==> config.mk <==
export PLATFORM = sky130hd
export DESIGN_NAME = key_scan_flat
export DESIGN_NICKNAME = d
export VERILOG_FILES = /design/src/rtl/key_scan_if.sv /design/src/rtl/key_scan.sv /design/src/flat_wrapper.sv
export SDC_FILE = /design/constraint.sdc
export NUM_CORES = 1
export LEC_CHECK = 0
export CORE_MARGIN = 5
export CORE_UTILIZATION = 40
export CTS_BUF_LIST = sky130_fd_sc_hd__clkbuf_8
export DETAILED_ROUTE_END_ITERATION = 12
export PLACE_DENSITY = 0.64
export SLEW_MARGIN = 20
export SYNTH_ARGS = -nofsm -noshare
export SYNTH_HDL_FRONTEND = slang
export SYNTH_SLANG_ARGS = --single-unit
==> constraint.sdc <==
create_clock -name clk -period 15.9 [get_ports clk]
set_clock_uncertainty 0.05 [all_clocks]
set_input_delay 2.385 -clock clk [delete_from_list [all_inputs] [get_ports clk]]
set_output_delay 2.385 -clock clk [all_outputs]
set_load 0.1 [all_outputs]
==> src/rtl/key_scan_if.sv <==
// Keypad pin and key-event bundle for key_scan.
//   key_row   : row drive, active-low, one row low at a time (scanner -> pins)
//   key_col   : column sense, active-low, asynchronous (pins -> scanner)
//   key_code  : code of last accepted key, row*4+col (scanner -> app)
//   key_valid : one-cycle pulse per accepted press (scanner -> app)
//   key_down  : held from acceptance until release is debounced (scanner -> app)
// master = scanner side, slave = keypad/application side.
interface key_scan_if;
  logic [3:0] key_row;
  logic [3:0] key_col;
  logic [3:0] key_code;
  logic       key_valid;
  logic       key_down;

  modport master (
    output key_row, key_code, key_valid, key_down,
    input  key_col
  );

  modport slave (
    input  key_row, key_code, key_valid, key_down,
    output key_col
  );
endinterface

==> src/rtl/key_scan.sv <==
// 4x4 matrix keypad scanner.
// Drives rows low one at a time, samples the synchronized columns at the end
// of each row slot, builds a 16-bit frame (set bit = pressed) and debounces
// whole frames: a press is accepted after DEBOUNCE_FRAMES consecutive frames
// with the same single key, a release after DEBOUNCE_FRAMES empty frames.
// Ports:
//   clk : system clock, rising edge
//   rst : asynchronous active-low reset
//   kif : key_scan_if.master (rows out, cols in, key event outputs)
module key_scan #(
  parameter int unsigned SYSCLK          = 50000000,
  parameter int unsigned ROW_FREQ        = 1000,
  parameter int unsigned DEBOUNCE_FRAMES = 3
) (
  input  logic          clk,
  input  logic          rst,
  key_scan_if.master    kif
);

  localparam int unsigned ROW_COUNT = SYSCLK / ROW_FREQ - 1;
  localparam int          CW        = $clog2(DEBOUNCE_FRAMES + 1);

  typedef enum logic [1:0] {IDLE, PRESS_DB, HELD, RELEASE_DB} state_t;
  typedef enum logic [1:0] {CLS_NONE, CLS_SINGLE, CLS_MULTI}  cls_t;

  logic [3:0]  col_s1, col_sync;
  logic [31:0] scan_time;
  logic [1:0]  row_idx;
  logic [3:0]  row_q;
  logic [15:0] frame;
  // [0] = frame_done (frame complete), [1] = frame class registered
  logic [1:0]  vld_pipe;
  logic        frame_done;
  logic        row_end;

  cls_t        cls_c, cls_q;
  logic [3:0]  key_c, key_q;
  logic [4:0]  n_set;

  state_t      state, state_nxt;
  logic [CW-1:0] cnt, cnt_nxt, cnt_inc;
  logic [3:0]  cand, cand_nxt;
  logic [3:0]  code_q, code_nxt;
  logic        valid_q, valid_nxt;
  logic        down_q, down_nxt;

  assign row_end    = (scan_time == ROW_COUNT);
  assign frame_done = vld_pipe[0];

  assign kif.key_row   = row_q;
  assign kif.key_code  = code_q;
  assign kif.key_valid = valid_q;
  assign kif.key_down  = down_q;

  // Scan timer, row drive, column sync and frame capture. Sampling at the last
  // cycle of the row slot gives the drive flop, the two-flop synchronizer and
  // the board wiring ample time to settle.
  always_ff @(posedge clk or negedge rst) begin
    if (!rst) begin
      col_s1    <= 4'hF;
      col_sync  <= 4'hF;
      scan_time <= '0;
      row_idx   <= '0;
      row_q     <= 4'b1111;
      frame     <= '0;
      vld_pipe  <= '0;
    end else begin
      col_s1   <= kif.key_col;
      col_sync <= col_s1;
      row_q    <= ~(4'b0001 << row_idx);
      if (row_end) begin
        scan_time                   <= '0;
        row_idx                     <= row_idx + 2'd1;
        frame[{row_idx, 2'b00} +: 4] <= ~col_sync;
      end else begin
        scan_time <= scan_time + 32'd1;
      end
      vld_pipe <= {vld_pipe[0], row_end && (row_idx == 2'd3)};
    end
  end

  // Frame classification: count set bits; the index is only meaningful
  // when exactly one bit is set.
  always_comb begin
    n_set = '0;
    key_c = '0;
    for (int i = 0; i < 16; i++) begin
      if (frame[i]) begin
        n_set = n_set + 5'd1;
        key_c = 4'(i);
      end
    end
    if (n_set == 5'd0)      cls_c = CLS_NONE;
    else if (n_set == 5'd1) cls_c = CLS_SINGLE;
    else                    cls_c = CLS_MULTI;
  end

  always_ff @(posedge clk or negedge rst) begin
    if (!rst) begin
      cls_q <= CLS_NONE;
      key_q <= '0;
    end else if (frame_done) begin
      cls_q <= cls_c;
      key_q <= key_c;
    end
  end

  // Debounce FSM state and registered outputs
  always_ff @(posedge clk or negedge rst) begin
    if (!rst) begin
      state   <= IDLE;
      cnt     <= '0;
      cand    <= '0;
      code_q  <= '0;
      valid_q <= 1'b0;
      down_q  <= 1'b0;
    end else begin
      state   <= state_nxt;
      cnt     <= cnt_nxt;
      cand    <= cand_nxt;
      code_q  <= code_nxt;
      valid_q <= valid_nxt;
      down_q  <= down_nxt;
    end
  end

  assign cnt_inc = cnt + CW'(1);

  always_comb begin
    state_nxt = state;
    cnt_nxt   = cnt;
    cand_nxt  = cand;
    code_nxt  = code_q;
    valid_nxt = 1'b0;
    down_nxt  = down_q;
    if (vld_pipe[1]) begin
      case (state)
        IDLE: begin
          if (cls_q == CLS_SINGLE) begin
            cand_nxt  = key_q;
            cnt_nxt   = CW'(1);
            state_nxt = PRESS_DB;
          end
        end
        PRESS_DB: begin
          if (cls_q == CLS_SINGLE && key_q == cand) begin
            if (cnt_inc == CW'(DEBOUNCE_FRAMES)) begin
              code_nxt  = cand;
              valid_nxt = 1'b1;
              down_nxt  = 1'b1;
              cnt_nxt   = '0;
              state_nxt = HELD;
            end else begin
              cnt_nxt = cnt_inc;
            end
          end else begin
            cnt_nxt   = '0;
            state_nxt = IDLE;
          end
        end
        HELD: begin
          // Other keys while held are ignored: no auto-repeat, no rollover.
          if (cls_q == CLS_NONE) begin
            cnt_nxt   = CW'(1);
            state_nxt = RELEASE_DB;
          end
        end
        RELEASE_DB: begin
          if (cls_q == CLS_NONE) begin
            if (cnt_inc == CW'(DEBOUNCE_FRAMES)) begin
              down_nxt  = 1'b0;
              cnt_nxt   = '0;
              state_nxt = IDLE;
            end else begin
              cnt_nxt = cnt_inc;
            end
          end else begin
            cnt_nxt   = '0;
            state_nxt = HELD;
          end
        end
        default: begin
          cnt_nxt   = '0;
          state_nxt = IDLE;
        end
      endcase
    end
  end

endmodule

==> src/flat_wrapper.sv <==
// flat-port wrapper written by rule: the top's interface ports become plain ports
module key_scan_flat 
#(
  parameter int unsigned SYSCLK          = 50000000,
  parameter int unsigned ROW_FREQ        = 1000,
  parameter int unsigned DEBOUNCE_FRAMES = 3
)
  (clk, rst, kif_key_row, kif_key_code, kif_key_valid, kif_key_down, kif_key_col);
  key_scan_if kif_i ();
  input  logic clk;
  input  logic rst;
  output wire logic [$bits(kif_i.key_row)-1:0] kif_key_row;
  output wire logic [$bits(kif_i.key_code)-1:0] kif_key_code;
  output wire logic [$bits(kif_i.key_valid)-1:0] kif_key_valid;
  output wire logic [$bits(kif_i.key_down)-1:0] kif_key_down;
  input wire logic [$bits(kif_i.key_col)-1:0] kif_key_col;
  assign kif_key_row = kif_i.key_row;
  assign kif_key_code = kif_i.key_code;
  assign kif_key_valid = kif_i.key_valid;
  assign kif_key_down = kif_i.key_down;
  assign kif_i.key_col = kif_key_col;
  key_scan #(.SYSCLK(SYSCLK), .ROW_FREQ(ROW_FREQ), .DEBOUNCE_FRAMES(DEBOUNCE_FRAMES)) u_core (.clk(clk), .rst(rst), .kif(kif_i));
endmodule
======== After elaboration in Yosys (flattened, before gate mapping) ========
Index checks and enable logic that the tools add are counted.
word-level totals
  register bits after elaboration ......... 84
  input bits .............................. 6
operators by class
  add/sub/neg operators ................... 19
  bitwise gates (word level) .............. 2
  shift-type cells ........................ 3
  equality and inequality tests ........... 17
  reduce and logical (&&, ||, !) cells .... 11
  multiplexer cells ....................... 56
operators by type and width
  operator                                                                  number
  5-bit 2-to-1 mux                                                          15
  5-bit by 1-bit adder with 5-bit output (second input constant)            14
  32-bit by 1-bit adder with 32-bit output (second input constant)          1
  32-bit by 16-bit == test with 1-bit output (second input constant)        1
  32-bit 2-to-1 mux                                                         1
  4-bit 2-to-1 mux                                                          8
  2-bit 2-to-1 mux                                                          14
  16-bit bitwise mux                                                        1
  2-bit one-hot mux with 4 select lines                                     2
  4-bit by 6-bit variable shift with 16-bit output (first input constant)   1
  4-bit by 6-bit variable part select with 16-bit output                    1
  3-bit 2-to-1 mux                                                          4
  2-bit by 1-bit inequality test with 1-bit output (second input constant)  6
  1-bit 2-to-1 mux                                                          10
  2-bit == test (second input constant)                                     4
  4-bit inverter                                                            2
  3-bit inequality test (second input constant)                             2
  4-bit negation with 6-bit output                                          1
  3-bit AND reduction                                                       2
  6-bit AND reduction                                                       1
  5-bit by 1-bit == test with 1-bit output (second input constant)          1
  5-bit logical NOT                                                         1
  5-bit AND reduction                                                       1
  2-bit by 1-bit adder with 2-bit output (second input constant)            2
  other kinds (9)                                                           12

======== Logic depth before layout (Yosys ltp) ========
  depth after elaboration ................. 34
  depth in mapped cells ................... 49
  gate-level depth less buffers ........... 49

======== Least setup slack after synthesis ========
OpenSTA, ideal clock, no wires.
  path kind ............................... register -> register
  start point ............................. register u_core.frame[1]
  end point ............................... register u_core.cls_q[1]
  data required time ...................... 15.731 ns
  slack ................................... 7.528 ns
  period minus slack after synthesis ...... 8.372 ns
  arrival ................................. 8.204 ns
  stages on the path, launching flop included .. 48
  path buffers ............................ 0
  cells stage by stage .................... dfrtp_1 > inv_1 > ha_1 > xor2_1 > ha_1 > nor2b_1 > a31o_2 > inv_1 > ha_1 > nand2_1 > o21ai_0 > ha_1 > nor2b_1 > nor3_1 > ha_1 > nand2_1 > o41ai_1 > ha_1 > [... 12 more ...] > o21a_1 > ha_1 > mux2i_1 > nor2_1 > ha_1 > nand2_1 > o31ai_1 > ha_1 > nor2b_1 > nor2_1 > ha_1 > nand2_1 > nand2_1 > ha_1 > or4b_1 > nor3b_1 > mux2i_1 > o21a_1
between the ends
  word-level cells in the longest chain between the ends .. 32
  elaborated cells on any way between the ends .. 33
  classes of those cells .................. 14 x add/sub; 1 x eq/ne; 17 x mux; 1 x reduce/logical
ends and longest elaborated chain
  item                                      line             text
  from (decl)                               key_scan.sv:30   logic [15:0] frame;
  from (signal, indexed assignment)         key_scan.sv:74   frame[{row_idx, 2'b00} +: 4] <= ~col_sync;
  5-bit 2-to-1 mux *                        key_scan.sv:88   if (frame[i]) begin
  5-bit by 1-bit adder with 5-bit output    key_scan.sv:89   n_set = n_set + 5'd1;
  5-bit 2-to-1 mux *                        key_scan.sv:88
  5-bit by 1-bit adder with 5-bit output    key_scan.sv:89
  5-bit 2-to-1 mux *                        key_scan.sv:88
  5-bit by 1-bit adder with 5-bit output    key_scan.sv:89
  5-bit 2-to-1 mux *                        key_scan.sv:88
  5-bit by 1-bit adder with 5-bit output    key_scan.sv:89
  [... 16 more ...]                         -
  5-bit 2-to-1 mux *                        key_scan.sv:88
  5-bit by 1-bit adder with 5-bit output    key_scan.sv:89
  5-bit 2-to-1 mux *                        key_scan.sv:88
  5-bit by 1-bit adder with 5-bit output    key_scan.sv:89
  5-bit 2-to-1 mux *                        key_scan.sv:88
  5-bit by 1-bit == test with 1-bit output  key_scan.sv:94   else if (n_set == 5'd1) cls_c = CLS_SINGLE;
  2-bit 2-to-1 mux                          key_scan.sv:94
  2-bit 2-to-1 mux *                        key_scan.sv:93   if (n_set == 5'd0) cls_c = CLS_NONE;
  to (signal assigned)                      key_scan.sv:103  cls_q <= cls_c;
  to (decl)                                 key_scan.sv:36   cls_t cls_c, cls_q;
Every way passes the cells marked *; elsewhere a longest branch is shown, timed or not.
A chain may end at the register's enable or synchronous reset.

======== Worst setup path in the final report ========
Same ends and word-level chain as after synthesis.

==> impl_metrics.env <==
export IMPL_gp_congestion=0.797
export IMPL_synth_edff_count=0
export IMPL_rows=42
export IMPL_synth_top_family_by_area="simple AND/OR/NAND/NOR gates"
export IMPL_synthFlopType="dfrtp_1"
export IMPL_cap_violations=0
export IMPL_ff2ff_setup_slack_ps=6620
export IMPL_synth_xor_area_frac=0.174
export IMPL_ys_types=65
export IMPL_power_density_nw_per_um2=66.1
export IMPL_hold_path_class="register to register"
export IMPL_syn_area_per_cell_sq_um=9.70
export IMPL_status="complete, no violations"
export IMPL_via_per_inst=5.18
export IMPL_syn_inst=547
export IMPL_nets=580
export IMPL_route_detailed_drc=0
export IMPL_p_leak_nw=2.52
export IMPL_highest_layer="met4"
export IMPL_fp_coreArea_sq_um=13100
export IMPL_critPathSlowestCell="or4b_1"
export IMPL_ctsLongestPathBuffers=2
export IMPL_synth_compound_area_share=0.0967
export IMPL_antenna_found_initial=0
export IMPL_syn_area_sq_um=5310
export IMPL_avgRoutedWirePerCell_um=13.2
export IMPL_crit_arrival_ps=9470
export IMPL_post_synth_mux_area_share=0.0448
export IMPL_dr_wl_met3_um=246
export IMPL_die_height_um=125
export IMPL_post_cts_buffers=0
export IMPL_clk_latency_ps=350
export IMPL_worstPathRequired_ps=16090
export IMPL_path_class="register to register"
export IMPL_final_setup_tns_ps=0
export IMPL_synth_seq_cells=84
export IMPL_setup_viol=0
export IMPL_clk_pin_slew_ps=80
export IMPL_gr_total_overflow=0
export IMPL_critPathMaxFanout=5
export IMPL_dr_total_vias=3802
export IMPL_diodes=0
export IMPL_synth_fa_ha_area_frac=0.0495
export IMPL_period_needed_ps=9280
export IMPL_end_kind="register"
export IMPL_cts_tree="done"
export IMPL_start_util=0.404
export IMPL_async_flop_share=1.00
export IMPL_whs_ps=307
export IMPL_wl_met2_um=4700
export IMPL_port_buffers=15
export IMPL_grt_pass1_vias=3725
export IMPL_die_width_um=125
export IMPL_cts_resized=0
export IMPL_tightestPinTransition_ps=967
export IMPL_max_slew_margin=0.353
export IMPL_seq_area_frac_synth=0.399
export IMPL_cts_sinks=84
export IMPL_holdBufCountCts=0
export IMPL_max_stage_delay_ps=510
export IMPL_m1WireLength_um=4620
export IMPL_maxSlewViolCount=0
export IMPL_drt_wl_total_um=9660
export IMPL_cp_start_kind="register"
export IMPL_syn2layout_area_growth_pct=9.62
export IMPL_ant_nets=0
export IMPL_track_usage=0.127
export IMPL_max_freq_mhz=108
export IMPL_drtIter0Drc=186
export IMPL_p_total_mw=0.384
export IMPL_clk_root_buffer_cell="clkbuf_8"
export IMPL_hold_violations=0
export IMPL_rsz0062_at_grt="false"
export IMPL_grt_max_degree=85
export IMPL_irDropWorstVdd_mv=0.0487
export IMPL_yosys_area_share_simple=0.201
export IMPL_yosysWarnings=0
export IMPL_syn_nets=574
export IMPL_ios=16
export IMPL_drive_gt1_frac=0.118
export IMPL_crit_top_cell="ha_1"
export IMPL_dr_pass1_iters=4
export IMPL_hpwl_um=7170
export IMPL_grt_pass1_wl_um=16900
export IMPL_cts_buffers=9
export IMPL_dieArea_sq_um=15700
export IMPL_htree_levels=3
export IMPL_period_share=0.583
-- final cells by class --
cell class              instances  area (sq um)
fillers                      1271          7320
multi-input cells             418          3010
flip-flops and latches         84          2120
well taps                     176           220
repair buffers                 16           159
clock buffers                  10           138
inverters                      24          92.6
clock inverters                 6          78.8
-- metrics by stage --
step | cells | area (sq um) | util | worst slack [ps]
floorplan | 547 | 5310 | - | 7530
global placement | 718 | 5600 | 0.426 | 7110
detailed placement | 718 | 5600 | 0.426 | 6730
CTS | 734 | 5810 | 0.443 | 6670
global route | 734 | 5820 | 0.443 | 5820
finish | 734 | 5820 | 0.443 | 6620
-- logic make-up (layout without fill, tap and decap cells) --
group,Yosys count,in the layout
AOI/OAI and AO/OA,79,79
adders and majority gates,21,21
buffers and inverters,45,56
and+or+nand+nor,215,215
DFF,84,84
xor gates and xnor gates,81,81
muxes,22,22
-- state kept, by name (all words and copies together), names as in the netlist --
signal / count
u_core.cand: 4
u_core.cls_q: 2
u_core.cnt: 2
u_core.col_s1: 4
u_core.col_sync: 4
u_core.frame: 16
u_core.key_q: 4
u_core.kif.key_code: 4
u_core.kif.key_down: 1
u_core.kif.key_row: 4
u_core.kif.key_valid: 1
u_core.row_idx: 2
u_core.scan_time: 32
u_core.state: 2
u_core.vld_pipe: 2
-- cells in the final DEF (no fill, tap or decap), types with 3 or more instances in the layout --
master | synthesis | layout
inv_1 | 23 | 24
nand2b_1 | 6 | 6
clkbuf_8 | 0 | 10
nor2_1 | 48 | 48
nand4_1 | 12 | 12
mux2i_1 | 8 | 8
and2_1 | 7 | 7
xnor2_4 | 4 | 4
clkdlybuf4s50_1 | 0 | 14
a21oi_1 | 19 | 19
xor2_1 | 22 | 22
ha_1 | 21 | 21
xnor2_1 | 45 | 45
nor3b_1 | 5 | 5
and3_1 | 7 | 7
dfrtp_1 | 72 | 72
xnor3_2 | 4 | 4
mux2_2 | 14 | 14
nor2b_1 | 8 | 8
nand2_1 | 58 | 58
or3_1 | 7 | 7
nor4_1 | 8 | 7
o22ai_1 | 4 | 4
nor3_1 | 9 | 9
a31oi_1 | 3 | 3
dfstp_2 | 12 | 12
o21ai_0 | 20 | 20
or4_1 | 3 | 3
nand3_1 | 25 | 25
clkinv_2 | 0 | 3
o21a_1 | 3 | 3
o31ai_1 | 9 | 9
-- critical path, delay by kind of cell, from the launching register on --
family	cells	cell delay (ps)
AO/OA/AOI/OAI	9	1420
XOR/XNOR	1	190
adder cells (fa/ha/maj)	14	4270
buffers and inverters	3	150
flip-flops	1	380
multiplexers	2	310
AND/OR/NAND/NOR	18	2400
-- layer usage --
metal  up-vias  track usage
li1       1906            -
met3         7       0.0311
met4         0       0.0306
met1      1844        0.165
met5         -            0
met2        45        0.213
-- synthesized netlist by cell type (3+ instances only) --
cell type | n | area, sq um
dfrtp_1 | 72 | 1800
nand2_1 | 58 | 218
nor2_1 | 48 | 180
xnor2_1 | 45 | 394
nand3_1 | 25 | 125
inv_1 | 23 | 86.3
xor2_1 | 22 | 193
ha_1 | 21 | 263
o21ai_0 | 20 | 100
a21oi_1 | 19 | 95.1
clkbuf_1 | 17 | 63.8
mux2_2 | 14 | 158
dfstp_2 | 12 | 315
nand4_1 | 12 | 75.1
nor3_1 | 9 | 45.0
o31ai_1 | 9 | 67.6
mux2i_1 | 8 | 80.1
nor2b_1 | 8 | 50.1
nor4_1 | 8 | 50.1
and2_1 | 7 | 43.8
and3_1 | 7 | 43.8
or3_1 | 7 | 43.8
nand2b_1 | 6 | 37.5
nor3b_1 | 5 | 37.5
o22ai_1 | 4 | 25.0
xnor2_4 | 4 | 110
xnor3_2 | 4 | 95.1
a31oi_1 | 3 | 18.8
o21a_1 | 3 | 22.5
or4_1 | 3 | 22.5
-- power by group --
group	internal, mW	switching (mW)	total [mW]
combinational	0.00122	0.00417	0.00540
sequential	0.215	0.000920	0.216
clock	0.0914	0.0713	0.163
total	0.308	0.0764	0.384
-- final timing paths --
path	start	to	cells after the start
worst max register to register	u_core.frame[1]$_DFFE_PN0P_	u_core.cls_q[1]$_DFFE_PN0P_	47
worst max-delay path	u_core.frame[1]$_DFFE_PN0P_	u_core.cls_q[1]$_DFFE_PN0P_	47
min in group asynchronous	rst	u_core.scan_time[18]$_DFF_PN0_	1
max in group asynchronous	rst	u_core.frame[9]$_DFFE_PN0P_	1
worst min-delay path	u_core.col_s1[0]$_DFF_PN1_	u_core.col_sync[0]$_DFF_PN1_	0
worst min register to register	u_core.col_s1[0]$_DFF_PN1_	u_core.col_sync[0]$_DFF_PN1_	0
No activity file was read; power rests on OpenSTA's default activity.
